`config.mk`:
```
export PLATFORM = sky130hd
export DESIGN_NAME = muldiv_alu_flat
export DESIGN_NICKNAME = d
export VERILOG_FILES = /design/src/rtl/muldiv_pkg.sv /design/src/rtl/muldiv_alu_if.sv /design/src/rtl/restoring_div.sv /design/src/rtl/muldiv_alu.sv /design/src/flat_wrapper.sv
export SDC_FILE = /design/constraint.sdc
export NUM_CORES = 1
export LEC_CHECK = 0
export CAP_MARGIN = 20
export CORE_MARGIN = 5
export CORE_UTILIZATION = 42
export DETAILED_ROUTE_END_ITERATION = 10
export PLACE_DENSITY = 0.67
export SLEW_MARGIN = 20
export SYNTH_ARGS = -nofsm -noshare
export SYNTH_HDL_FRONTEND = slang
export SYNTH_SLANG_ARGS = --single-unit
```
`constraint.sdc`:
```
create_clock -name clk -period 2.93 [get_ports clk]
set_input_delay 0.586 -clock clk [delete_from_list [all_inputs] [get_ports clk]]
set_output_delay 0.586 -clock clk [all_outputs]
set_load 0.02 [all_outputs]
```
`src/rtl/muldiv_pkg.sv`:
```
// Shared opcode constants, FSM state type and op3 decode helpers for muldiv_alu.
package muldiv_pkg;

  localparam logic [5:0] OP3_UMUL = 6'h0A;
  localparam logic [5:0] OP3_SMUL = 6'h0B;
  localparam logic [5:0] OP3_UDIV = 6'h0E;
  localparam logic [5:0] OP3_SDIV = 6'h0F;

  typedef enum logic [1:0] {IDLE, MUL, DIV, FIN} muldiv_state_t;

  // op3[4] is the cc bit and op3[0] the signed bit; mask them off to find the base op.
  function automatic logic op3_is_div(input logic [5:0] op3);
    return (op3 & ~6'h11) == OP3_UDIV;
  endfunction

  function automatic logic op3_known(input logic [5:0] op3);
    return ((op3 & ~6'h11) == OP3_UMUL) || op3_is_div(op3);
  endfunction

  function automatic logic op3_signed(input logic [5:0] op3);
    return ((op3 & ~6'h10) == OP3_SMUL) || ((op3 & ~6'h10) == OP3_SDIV);
  endfunction

endpackage

```
`src/rtl/muldiv_alu_if.sv`:
```
// Request/result bundle between the execute stage and muldiv_alu.
interface muldiv_alu_if #(
  parameter int WIDTH = 32
);
  logic             start;
  logic [5:0]       op3;
  logic [WIDTH-1:0] a, b;
  logic             wry;
  logic [WIDTH-1:0] yin;
  logic [WIDTH-1:0] out, yout;
  logic             n, z, v, c;
  logic             busy, done, divzero, unimp;

  modport master (
    output start, op3, a, b, wry, yin,
    input  out, yout, n, z, v, c, busy, done, divzero, unimp
  );

  modport slave (
    input  start, op3, a, b, wry, yin,
    output out, yout, n, z, v, c, busy, done, divzero, unimp
  );
endinterface

```
`src/rtl/restoring_div.sv`:
```
// Iterative restoring divider: 2W/W unsigned, one quotient bit per cycle for WIDTH cycles.
module restoring_div #(
  parameter int WIDTH = 32
) (
  input  logic               clk,
  input  logic               reset,
  input  logic               start,
  input  logic [2*WIDTH-1:0] dividend,
  input  logic [WIDTH-1:0]   divisor,
  output logic [WIDTH-1:0]   quo,
  output logic               ovf
);
  localparam int CW = $clog2(WIDTH + 1);

  logic [WIDTH-1:0] rem, dsr;
  logic [CW-1:0]    cnt;
  logic [WIDTH:0]   part;
  logic             ge;

  // quo doubles as the shift register feeding dividend low bits into the remainder
  assign part = {rem, quo[WIDTH-1]};
  assign ge   = part >= {1'b0, dsr};

  always_ff @(posedge clk) begin
    if (reset) begin
      rem <= '0;
      dsr <= '0;
      quo <= '0;
      ovf <= 1'b0;
      cnt <= '0;
    end else if (start) begin
      rem <= dividend[2*WIDTH-1:WIDTH];
      quo <= dividend[WIDTH-1:0];
      dsr <= divisor;
      ovf <= dividend[2*WIDTH-1:WIDTH] >= divisor;
      cnt <= CW'(WIDTH);
    end else if (cnt != '0) begin
      rem <= ge ? WIDTH'(part - {1'b0, dsr}) : part[WIDTH-1:0];
      quo <= {quo[WIDTH-2:0], ge};
      cnt <= cnt - 1'b1;
    end
  end
endmodule

```
`src/rtl/muldiv_alu.sv`:
```
// SPARC V8 UMUL/SMUL/UDIV/SDIV (+cc) unit beside the integer ALU; owns Y.
// Define MULDIV_DIV_EN to build the divide path; otherwise divide opcodes report Unimp.
module muldiv_alu #(
  parameter int WIDTH = 32
) (
  input logic         clk,
  input logic         reset,
  muldiv_alu_if.slave bus
);
  import muldiv_pkg::*;

  localparam int CW = $clog2(WIDTH + 1);
  localparam logic [WIDTH-1:0] HALF = {1'b1, {(WIDTH-1){1'b0}}};

  muldiv_state_t      state, nxt;
  logic [CW-1:0]      cnt;
  logic               cc_r, sgn_r, div_r, neg_r, bz_r, unimp_r;
  logic [WIDTH-1:0]   ph, pl, mc;
  logic [WIDTH:0]     psum;
  logic [2*WIDTH-1:0] prod_s;
  logic [WIDTH-1:0]   ma, mb, dq, res;
  logic               sgn_in, supp, dsgn, neg_in, dbig, ovf;

  assign sgn_in = op3_signed(bus.op3);
  assign ma     = (sgn_in && bus.a[WIDTH-1]) ? -bus.a : bus.a;
  assign mb     = (sgn_in && bus.b[WIDTH-1]) ? -bus.b : bus.b;
  assign neg_in = sgn_in && (dsgn ^ bus.b[WIDTH-1]);
  assign psum   = {1'b0, ph} + (pl[0] ? {1'b0, mc} : '0);

`ifdef MULDIV_DIV_EN
  logic [WIDTH-1:0]   ydiv;
  logic [2*WIDTH-1:0] dvd, dmag;

  // write-first: a WRY in the Start cycle supplies the dividend high word
  assign ydiv = bus.wry ? bus.yin : bus.yout;
  assign dvd  = {ydiv, bus.a};
  assign dmag = (sgn_in && ydiv[WIDTH-1]) ? -dvd : dvd;
  assign dsgn = op3_is_div(bus.op3) ? ydiv[WIDTH-1] : bus.a[WIDTH-1];
  assign supp = op3_known(bus.op3);

  restoring_div #(.WIDTH(WIDTH)) u_div (
    .clk      (clk),
    .reset    (reset),
    .start    (state == IDLE && bus.start && op3_is_div(bus.op3)),
    .dividend (dmag),
    .divisor  (mb),
    .quo      (dq),
    .ovf      (dbig)
  );
`else
  assign dsgn = bus.a[WIDTH-1];
  assign supp = op3_known(bus.op3) && !op3_is_div(bus.op3);
  assign dq   = '0;
  assign dbig = 1'b0;
`endif

  always_comb begin
    prod_s = neg_r ? -{ph, pl} : {ph, pl};
    ovf    = 1'b0;
    res    = prod_s[WIDTH-1:0];
    if (div_r) begin
      if (sgn_r) begin
        // a negative quotient may reach -2^(W-1); a positive one only 2^(W-1)-1
        ovf = dbig || (neg_r ? (dq > HALF) : dq[WIDTH-1]);
        res = ovf ? (neg_r ? HALF : ~HALF) : (neg_r ? -dq : dq);
      end else begin
        ovf = dbig;
        res = ovf ? '1 : dq;
      end
    end
  end

  always_ff @(posedge clk) begin
    if (reset) state <= IDLE;
    else       state <= nxt;
  end

  always_comb begin
    nxt = state;
    case (state)
      IDLE:     if (bus.start) nxt = !supp ? FIN : (op3_is_div(bus.op3) ? DIV : MUL);
      MUL, DIV: if (cnt == CW'(WIDTH - 1)) nxt = FIN;
      FIN:      nxt = IDLE;
      default:  nxt = IDLE;
    endcase
  end

  always_ff @(posedge clk) begin
    if (reset) begin
      cnt <= '0;
      {cc_r, sgn_r, div_r, neg_r, bz_r, unimp_r} <= '0;
      ph <= '0;
      pl <= '0;
      mc <= '0;
      bus.out  <= '0;
      bus.yout <= '0;
      {bus.n, bus.z, bus.v, bus.c} <= '0;
      {bus.busy, bus.done, bus.divzero, bus.unimp} <= '0;
    end else begin
      bus.done    <= 1'b0;
      bus.divzero <= 1'b0;
      bus.unimp   <= 1'b0;
      if (bus.wry && !bus.busy) bus.yout <= bus.yin;
      case (state)
        IDLE: if (bus.start) begin
          cc_r     <= bus.op3[4];
          sgn_r    <= sgn_in;
          div_r    <= op3_is_div(bus.op3);
          neg_r    <= neg_in;
          bz_r     <= bus.b == '0;
          unimp_r  <= !supp;
          bus.busy <= supp;
          cnt      <= '0;
          ph       <= '0;
          pl       <= ma;
          mc       <= mb;
        end
        MUL: begin
          {ph, pl} <= {psum, pl[WIDTH-1:1]};
          cnt      <= cnt + 1'b1;
        end
        DIV: cnt <= cnt + 1'b1;
        FIN: begin
          bus.done <= 1'b1;
          bus.busy <= 1'b0;
          if (unimp_r) begin
            bus.unimp <= 1'b1;
          end else if (div_r && bz_r) begin
            bus.divzero <= 1'b1;
            bus.out     <= '0;
          end else begin
            bus.out <= res;
            if (!div_r) bus.yout <= prod_s[2*WIDTH-1:WIDTH];
            if (cc_r) {bus.n, bus.z, bus.v, bus.c} <= {res[WIDTH-1], res == '0, ovf, 1'b0};
          end
        end
        default: ;
      endcase
    end
  end
endmodule

```
`src/flat_wrapper.sv`:
```
// flat-port wrapper written by rule: the top's interface ports become plain ports
module muldiv_alu_flat import muldiv_pkg::*;
#(
  parameter int WIDTH = 32
)
  (clk, reset, bus_start, bus_op3, bus_a, bus_b, bus_wry, bus_yin, bus_out, bus_yout, bus_n, bus_z, bus_v, bus_c, bus_busy, bus_done, bus_divzero, bus_unimp);
  muldiv_alu_if #(.WIDTH(WIDTH)) bus_i ();
  input logic clk;
  input logic reset;
  input wire logic [$bits(bus_i.start)-1:0] bus_start;
  input wire logic [$bits(bus_i.op3)-1:0] bus_op3;
  input wire logic [$bits(bus_i.a)-1:0] bus_a;
  input wire logic [$bits(bus_i.b)-1:0] bus_b;
  input wire logic [$bits(bus_i.wry)-1:0] bus_wry;
  input wire logic [$bits(bus_i.yin)-1:0] bus_yin;
  output wire logic [$bits(bus_i.out)-1:0] bus_out;
  output wire logic [$bits(bus_i.yout)-1:0] bus_yout;
  output wire logic [$bits(bus_i.n)-1:0] bus_n;
  output wire logic [$bits(bus_i.z)-1:0] bus_z;
  output wire logic [$bits(bus_i.v)-1:0] bus_v;
  output wire logic [$bits(bus_i.c)-1:0] bus_c;
  output wire logic [$bits(bus_i.busy)-1:0] bus_busy;
  output wire logic [$bits(bus_i.done)-1:0] bus_done;
  output wire logic [$bits(bus_i.divzero)-1:0] bus_divzero;
  output wire logic [$bits(bus_i.unimp)-1:0] bus_unimp;
  assign bus_i.start = bus_start;
  assign bus_i.op3 = bus_op3;
  assign bus_i.a = bus_a;
  assign bus_i.b = bus_b;
  assign bus_i.wry = bus_wry;
  assign bus_i.yin = bus_yin;
  assign bus_out = bus_i.out;
  assign bus_yout = bus_i.yout;
  assign bus_n = bus_i.n;
  assign bus_z = bus_i.z;
  assign bus_v = bus_i.v;
  assign bus_c = bus_i.c;
  assign bus_busy = bus_i.busy;
  assign bus_done = bus_i.done;
  assign bus_divzero = bus_i.divzero;
  assign bus_unimp = bus_i.unimp;
  muldiv_alu #(.WIDTH(WIDTH)) u_core (.clk(clk), .reset(reset), .bus(bus_i));
endmodule
```
==> results of run 1 <==
-- placed cells by master (no fill, tap or decap), types with 6 or more instances in the layout --
master and instances:
a22oi_1 33, a211oi_2 6, clkbuf_16 17, o41ai_1 13
and2_1 35, a21oi_1 96, o21ai_0 82, ha_1 38
xnor2_1 76, nor4_1 14, nand2b_1 20, o31ai_1 27
nand3_1 25, nand2_1 159, a31oi_1 13, nand4_1 17
buf_4 134, nor2_1 174, dfxtp_1 177, a32oi_1 6
nor3_1 36, or3_1 22, inv_1 31, a311oi_1 8
a21o_1 21, o211ai_1 11, o22ai_1 10, xor2_1 65
or4_1 11, clkdlybuf4s50_1 170, a211oi_1 46, mux2i_1 34
-- worst reg2reg max path, delay by kind of cell (launching register included) --
| kind | cells | cell delay [ns] |
|---|---|---|
| buffers and inverters | 2 | 0.33 |
| DFF | 1 | 0.37 |
| xor gates and xnor gates | 1 | 0.14 |
| adders and majority gates | 1 | 0.34 |
| and+or+nand+nor | 3 | 0.39 |
| AOI/OAI and AO/OA | 5 | 1.10 |
-- per-layer routing --
| metal | GRT usage, % | up-vias | part of all wire [%] |
|---|---|---|---|
| li1 | - | 5935 | - |
| met2 | 32.8 | 400 | 42 |
| met1 | 33.7 | 5441 | 49 |
| met5 | 0 | - | 0.030 |
| met3 | 4.07 | 35 | 7.7 |
| met4 | 5.32 | 2 | 1.1 |
-- final timing paths --
| path | startpoint | end | slack, ns | depth (start not counted) |
|---|---|---|---|---|
| max | u_core.pl[0]$_SDFFE_PP0P_ | u_core.ph[29]$_SDFFE_PP0P_ | 0.12 | 12 |
| min | u_core.mc[0]$_SDFFE_PP0P_ | u_core.mc[0]$_SDFFE_PP0P_ | 0.46 | 2 |
| max reg2reg | u_core.pl[0]$_SDFFE_PP0P_ | u_core.ph[29]$_SDFFE_PP0P_ | 0.12 | 12 |
| min reg2reg | u_core.mc[0]$_SDFFE_PP0P_ | u_core.mc[0]$_SDFFE_PP0P_ | 0.46 | 2 |
-- cell families (layout without fill, tap and decap cells) --
| kind of cell | Yosys count | in the layout | share of synthesized area, % |
|---|---|---|---|
| AND/OR/NAND/NOR | 553 | 553 | 22.4 |
| AO/OA/AOI/OAI | 429 | 429 | 24.0 |
| flip-flops | 179 | 179 | 30.4 |
| XOR/XNOR | 141 | 141 | 10.5 |
| buffers and inverters | 140 | 375 | 4.92 |
| adder cells (fa/ha/maj) | 42 | 42 | 4.52 |
| multiplexers | 38 | 38 | 3.27 |
| other | 1 | 2 | 0.0318 |
-- power by group --
| part | leakage [nW] | total, mW | internal, mW | switching, mW |
|---|---|---|---|---|
| logic | 4.27 | 4.05 | 1.64 | 2.42 |
| clock network | 0.274 | 2.27 | 1.13 | 1.14 |
| registers | 1.46 | 3.16 | 2.80 | 0.356 |
| total | 6.01 | 9.48 | 5.56 | 3.91 |
-- flip-flops by register name, indices dropped and copies added, names as in the netlist --
signal and count:
u_core.bus.out 32, u_core.bus.done 1, u_core.bus.z 1, u_core.bus.yout 32, u_core.mc 32, u_core.cnt 6
u_core.bus.divzero 1, u_core.neg_r 1, u_core.div_r 1, u_core.cc_r 1, u_core.state 2, u_core.unimp_r 1
u_core.pl 32, u_core.bus.busy 1, u_core.ph 32, u_core.bus.unimp 1, u_core.bus.n 1, u_core.bz_r 1
-- cell type report --
type	count	area share [%]
sequential	179	23.3
clock inverter	15	0.911
clock buffer	17	2.76
multi-input combinational	1205	51.0
timing repair buffer	311	18.2
tap	378	3.07
inverter	32	0.781
-- timing repair --
item,4_1_cts,5_1_grt
resized for setup,4,44
pin swaps,1,13
endpoints found under the setup margin,5,26
setup buffers,0,7
==> impl_metrics.py, run 1 <==
metrics = {
    "status": {
        "outcome": "finished clean",
    },
    "logic_synthesis": {
        "ys.flop_type": "dfxtp_1",
        "yosysWarningCount": 0,
        "synth_edf_count": 0,
        "ys_seq_elements": 179,
        "synthTopCellsByArea": "dfxtp_1 30%, nor2_1 5.7%, xnor2_1 5.6%",
        "synth_common_cells": "179 x dfxtp_1, 179 x nor2_1, 159 x nand2_1",
        "ys_async_sr_fraction_pct": 0,
        "synthCells": 1523,
        "synth_cell_types": 71,
        "synth_area_um2": 11800,
        "yosysTopAreaCellShare_pct": 30.4,
        "synth.avg_cell_area_um2": 7.74,
        "synth_area_leader_cell": "dfxtp_1",
        "ys_seq_area_share_pct": 30.4,
    },
    "timing": {
        "fin_crit_sh_pct": 96.0,
        "slew_headroom_pct": 54.8,
        "hold_viol_final": 0,
        "tightest_slew_ns": 0.672,
        "post-route-min-period_ns": 2.81,
        "drv_slew": 0,
        "setup_viol": 0,
        "rsz0062_at_grt": "yes",
        "fin_ws_ns": 0.116,
        "fmax_mhz": 355,
        "finClkSkew_ns": 0.00749,
        "fin_hold_ws_ns": 0.455,
        "setup_tns_ns": 0,
    },
    "final_layout": {
        "n_antenna_cell": 0,
        "stdcell_area_um2": 15400,
        "synthToLayoutAreaGrowth_pct": 30.6,
        "finalNonFillerCells": 2137,
        "multi_input_area_um2": 7840,
        "nNetsFinal": 1894,
        "num-fill-cells": 2580,
        "final_util_pct": 55.5,
        "drive_above_1_share_pct": 13.1,
        "regArea_um2": 3590,
    },
    "power_and_ir_drop": {
        "p_per_area_nw_per_um2": 616,
        "vdd_ir_drop_max_v": 0.000468,
        "p_leak_nw": 6.01,
        "power_mw": 9.48,
    },
    "global_routing": {
        "grt_max_degree": 57,
        "antenna_found_initial": 1,
        "grt_pass1_wl_um": 57700,
        "grt_remaining_overflow": 0,
        "grt_pass1_vias": 11100,
        "gr-usage-all-layers_pct": 22.3,
    },
    "worst_setup_path": {
        "path_common_cell": "buf_4",
        "path_max_fanout": 14,
        "worst_path_largest_cell_delay_ns": 0.37,
        "path_class": "flop to flop",
        "end_kind": "flop",
        "cp_num_buf_inv": 2,
        "path_delay_family": "compound AO/OA/AOI/OAI gates",
        "path_cells": "buf_4 > and2_1 > ha_2 > buf_4 > nand4_1 > o211ai_1 > o32ai_2 > a211o_1 > nand2_1 > a221oi_2 > xnor2_1 > o21ai_0",
        "crit_arrival_ns": 3.11,
        "critical_path.startpoint_type": "flop",
        "slowest_stage": "dfxtp_2",
        "cp.required_ns": 3.23,
    },
    "floorplanning": {
        "core_um2": 27700,
        "start_util_pct": 42.5,
        "die_h_um": 177,
        "die_x_um": 177,
        "ios": 178,
        "rows": 61,
        "die_area_um2": 31500,
    },
    "clock_network": {
        "worstSkewPairLatency_ns": 0.44,
        "cts_tree": "done",
        "htreeDepth": 4,
        "cts_buffers": 17,
        "cts-root-buf": "clkbuf_16",
        "clkSinkCount": 179,
        "clkTransAtPathRegs_ns": 0.07,
        "clk_path_buf_depth": 2,
        "cts_hold_buf": 0,
    },
    "detailed_routing": {
        "routed_via_density": 5.53,
        "drtAntennaViolNets": 0,
        "wl_per_cell_um": 17.0,
        "drcViolationCount": 0,
        "wirelength_um": 36300,
        "first_iter_violations": 921,
        "via_count": 11800,
        "drt-pass1-iter-count": 5,
    },
    "placed_design": {
        "dp.cells": 2098,
        "place_area_um2": 14500,
        "portBuffers": 175,
        "place_ws_ns": -0.438,
        "dp_hpwl_um": 27900,
        "gp_congestion": 0.896,
    },
    "min_path": {
        "hold_path.class": "flop to flop",
    },
    "job": {
        "drv_cap": 0,
    },
}
Note: power is estimated with default switching activity, not from simulation.
==> inputs of run 2 (changes only) <==
--- a/config.mk
+++ b/config.mk
@@ -7,9 +7,9 @@
 export LEC_CHECK = 0
 export CAP_MARGIN = 20
 export CORE_MARGIN = 5
-export CORE_UTILIZATION = 42
+export CORE_UTILIZATION = 50
 export DETAILED_ROUTE_END_ITERATION = 10
-export PLACE_DENSITY = 0.67
+export PLACE_DENSITY = 0.78
 export SLEW_MARGIN = 20
 export SYNTH_ARGS = -nofsm -noshare
 export SYNTH_HDL_FRONTEND = slang
==> run 2 against run 1 <==
Against the previous run: core utilization increased by 9.6 points; die area decreased by 15%; clock skew increased by 0.0057 ns; routed wire length decreased by 1.6%; combinational power decreased by 4%; total power decreased by 1.7%; worst hold slack about the same; largest power group unchanged.
==> impl_metrics.py, run 2 (synthesized netlist as in run 1, its figures left out) <==
metrics = {
    "final_layout": {
        "mostFrequentLayoutCells": "178 x nor2_1, 177 x dfxtp_1, 170 x clkdlybuf4s50_1",
        "n_antenna_cell": 0,
        "num-fill-cells": 1989,
        "finalNonFillerCells": 2078,
        "nNetsFinal": 1894,
        "drive_above_1_share_pct": 12.0,
        "synthToLayoutAreaGrowth_pct": 29.0,
        "mostFrequentLayoutCell": "nor2_1",
    },
    "detailed_routing": {
        "wirelength_um": 35700,
        "first_iter_violations": 936,
        "wl_per_cell_um": 17.2,
        "drt-pass1-iter-count": 5,
        "via_count": 12100,
        "drcViolationCount": 0,
        "drtAntennaViolNets": 0,
        "routed_via_density": 5.85,
    },
    "global_routing": {
        "grt_pass1_vias": 11400,
        "grt_remaining_overflow": 0,
        "grt_pass1_wl_um": 57200,
        "antenna_found_initial": 0,
        "gr-usage-all-layers_pct": 26.0,
        "grt_max_degree": 58,
    },
    "timing": {
        "tightest_slew_ns": 0.759,
        "rsz0062_at_grt": "yes",
        "slew_headroom_pct": 49.4,
        "finClkSkew_ns": 0.0132,
        "fmax_mhz": 354,
        "setup_viol": 0,
        "post-route-min-period_ns": 2.83,
        "fin_crit_sh_pct": 96.4,
        "setup_tns_ns": 0,
        "hold_viol_final": 0,
        "drv_slew": 0,
        "fin_hold_ws_ns": 0.456,
    },
    "worst_setup_path": {
        "path_cells": "dlymetal6s2s_1 > or4_4 > or4_4 > or4_4 > o41ai_4 > xor2_1 > o21ai_1 > mux2i_1 > nor2_1",
        "worst_path_largest_cell_delay_ns": 0.62,
        "cp.required_ns": 3.23,
        "critical_path.startpoint_type": "input pin",
        "path_max_fanout": 6,
        "end_kind": "flop",
        "slowest_stage": "or4_4",
        "path_class": "input pin to flop",
        "crit_arrival_ns": 3.13,
        "path_common_cell": "or4_4",
    },
    "floorplanning": {
        "rows": 56,
        "start_util_pct": 50.5,
        "die_area_um2": 26700,
        "core_um2": 23300,
        "die_x_um": 164,
        "ios": 178,
        "die_h_um": 164,
    },
    "min_path": {
        "hold_path.class": "flop to flop",
    },
    "status": {
        "outcome": "finished clean",
    },
    "clock_network": {
        "worstSkewPairLatency_ns": 0.44,
        "cts-root-buf": "clkbuf_16",
        "clkSinkCount": 179,
        "cts_buffers": 17,
        "clkTransAtPathRegs_ns": 0.07,
        "htreeDepth": 4,
        "clk_path_buf_depth": 2,
        "cts_tree": "done",
    },
    "power_and_ir_drop": {
        "power_mw": 9.31,
        "p_leak_nw": 6.01,
        "p_per_area_nw_per_um2": 612,
        "vdd_ir_drop_max_v": 0.000423,
    },
    "placed_design": {
        "gp_congestion": 0.963,
        "dp.cells": 2042,
        "portBuffers": 175,
        "dp_hpwl_um": 27400,
    },
    "job": {
        "drv_cap": 0,
    },
}
## run 2: changes by cell type in the layout (fill, tap and decap cells not counted), sizes merged
cell	before	now
inv	39	40
clkinv	6	5
## run 2: per-stage QoR
stage	worst slack (ns)	instance area [µm²]	utilization (%)
floorplan	0.0269	11800	-
global placement	-0.407	14500	62.2
detailed placement	-0.432	14500	62.2
CTS	0.0220	15100	64.6
global route	-0.0827	15200	65.2
finish	0.105	15200	65.2
## run 2: what timing repair did
| item | 4_1_cts | 5_1_grt |
|---|---|---|
| hold buffers | 0 | 0 |
| buffers inserted | 0 | 4 |
| gates resized for setup | 1 | 24 |
| setup endpoints to repair | 1 | 24 |
| pin swaps | 0 | 8 |
## run 2: where the power goes
group	internal (mW)	leakage (nW)	switching (mW)
combinational	1.55	4.28	2.35
clock	1.13	0.276	1.08
sequential	2.80	1.46	0.395
## run 2: path summary, 6_finish.rpt
| kind | slack [ns] | startpoint | cells past startpoint | endpoint |
|---|---|---|---|---|
| setup / recovery | 0.10 | bus_a[16] | 9 | u_core.pl[30]$_SDFFE_PP0P_ |
| hold / removal | 0.46 | u_core.bus.out[5]$_SDFFE_PP0P_ | 2 | u_core.bus.out[5]$_SDFFE_PP0P_ |
| setup reg to reg | 0.11 | u_core.pl[0]$_SDFFE_PP0P_ | 12 | u_core.ph[30]$_SDFFE_PP0P_ |
| hold reg to reg | 0.46 | u_core.bus.out[5]$_SDFFE_PP0P_ | 2 | u_core.bus.out[5]$_SDFFE_PP0P_ |
## run 2: final cells by class
cell class                 count  area [µm²]  share of cell area (%)
clock buffer                  17         425                    2.80
timing repair buffer         311        2810                    18.5
sequential                   179        3590                    23.6
tap                          319         399                    2.63
inverter                      32         120                   0.790
clock inverter                15         136                   0.897
multi-input combinational   1205        7730                    50.8
## run 2: critical path: cells and delay by family
family	cells	cell delay, ns
buffers and inverters	1	0.13
AO/OA/AOI/OAI	2	0.39
multiplexers	1	0.14
AND/OR/NAND/NOR	4	1.71
XOR/XNOR	1	0.17
## run 2: metal layers
layer / GRT usage, % / share of wire [%] / vias to the layer above
met5: 0 / 0 / -
met1: 36.8 / 45 / 5588
li1: - / - / 5933
met3: 5.53 / 10 / 58
met2: 40.1 / 43 / 570
met4: 7.05 / 1.7 / 0
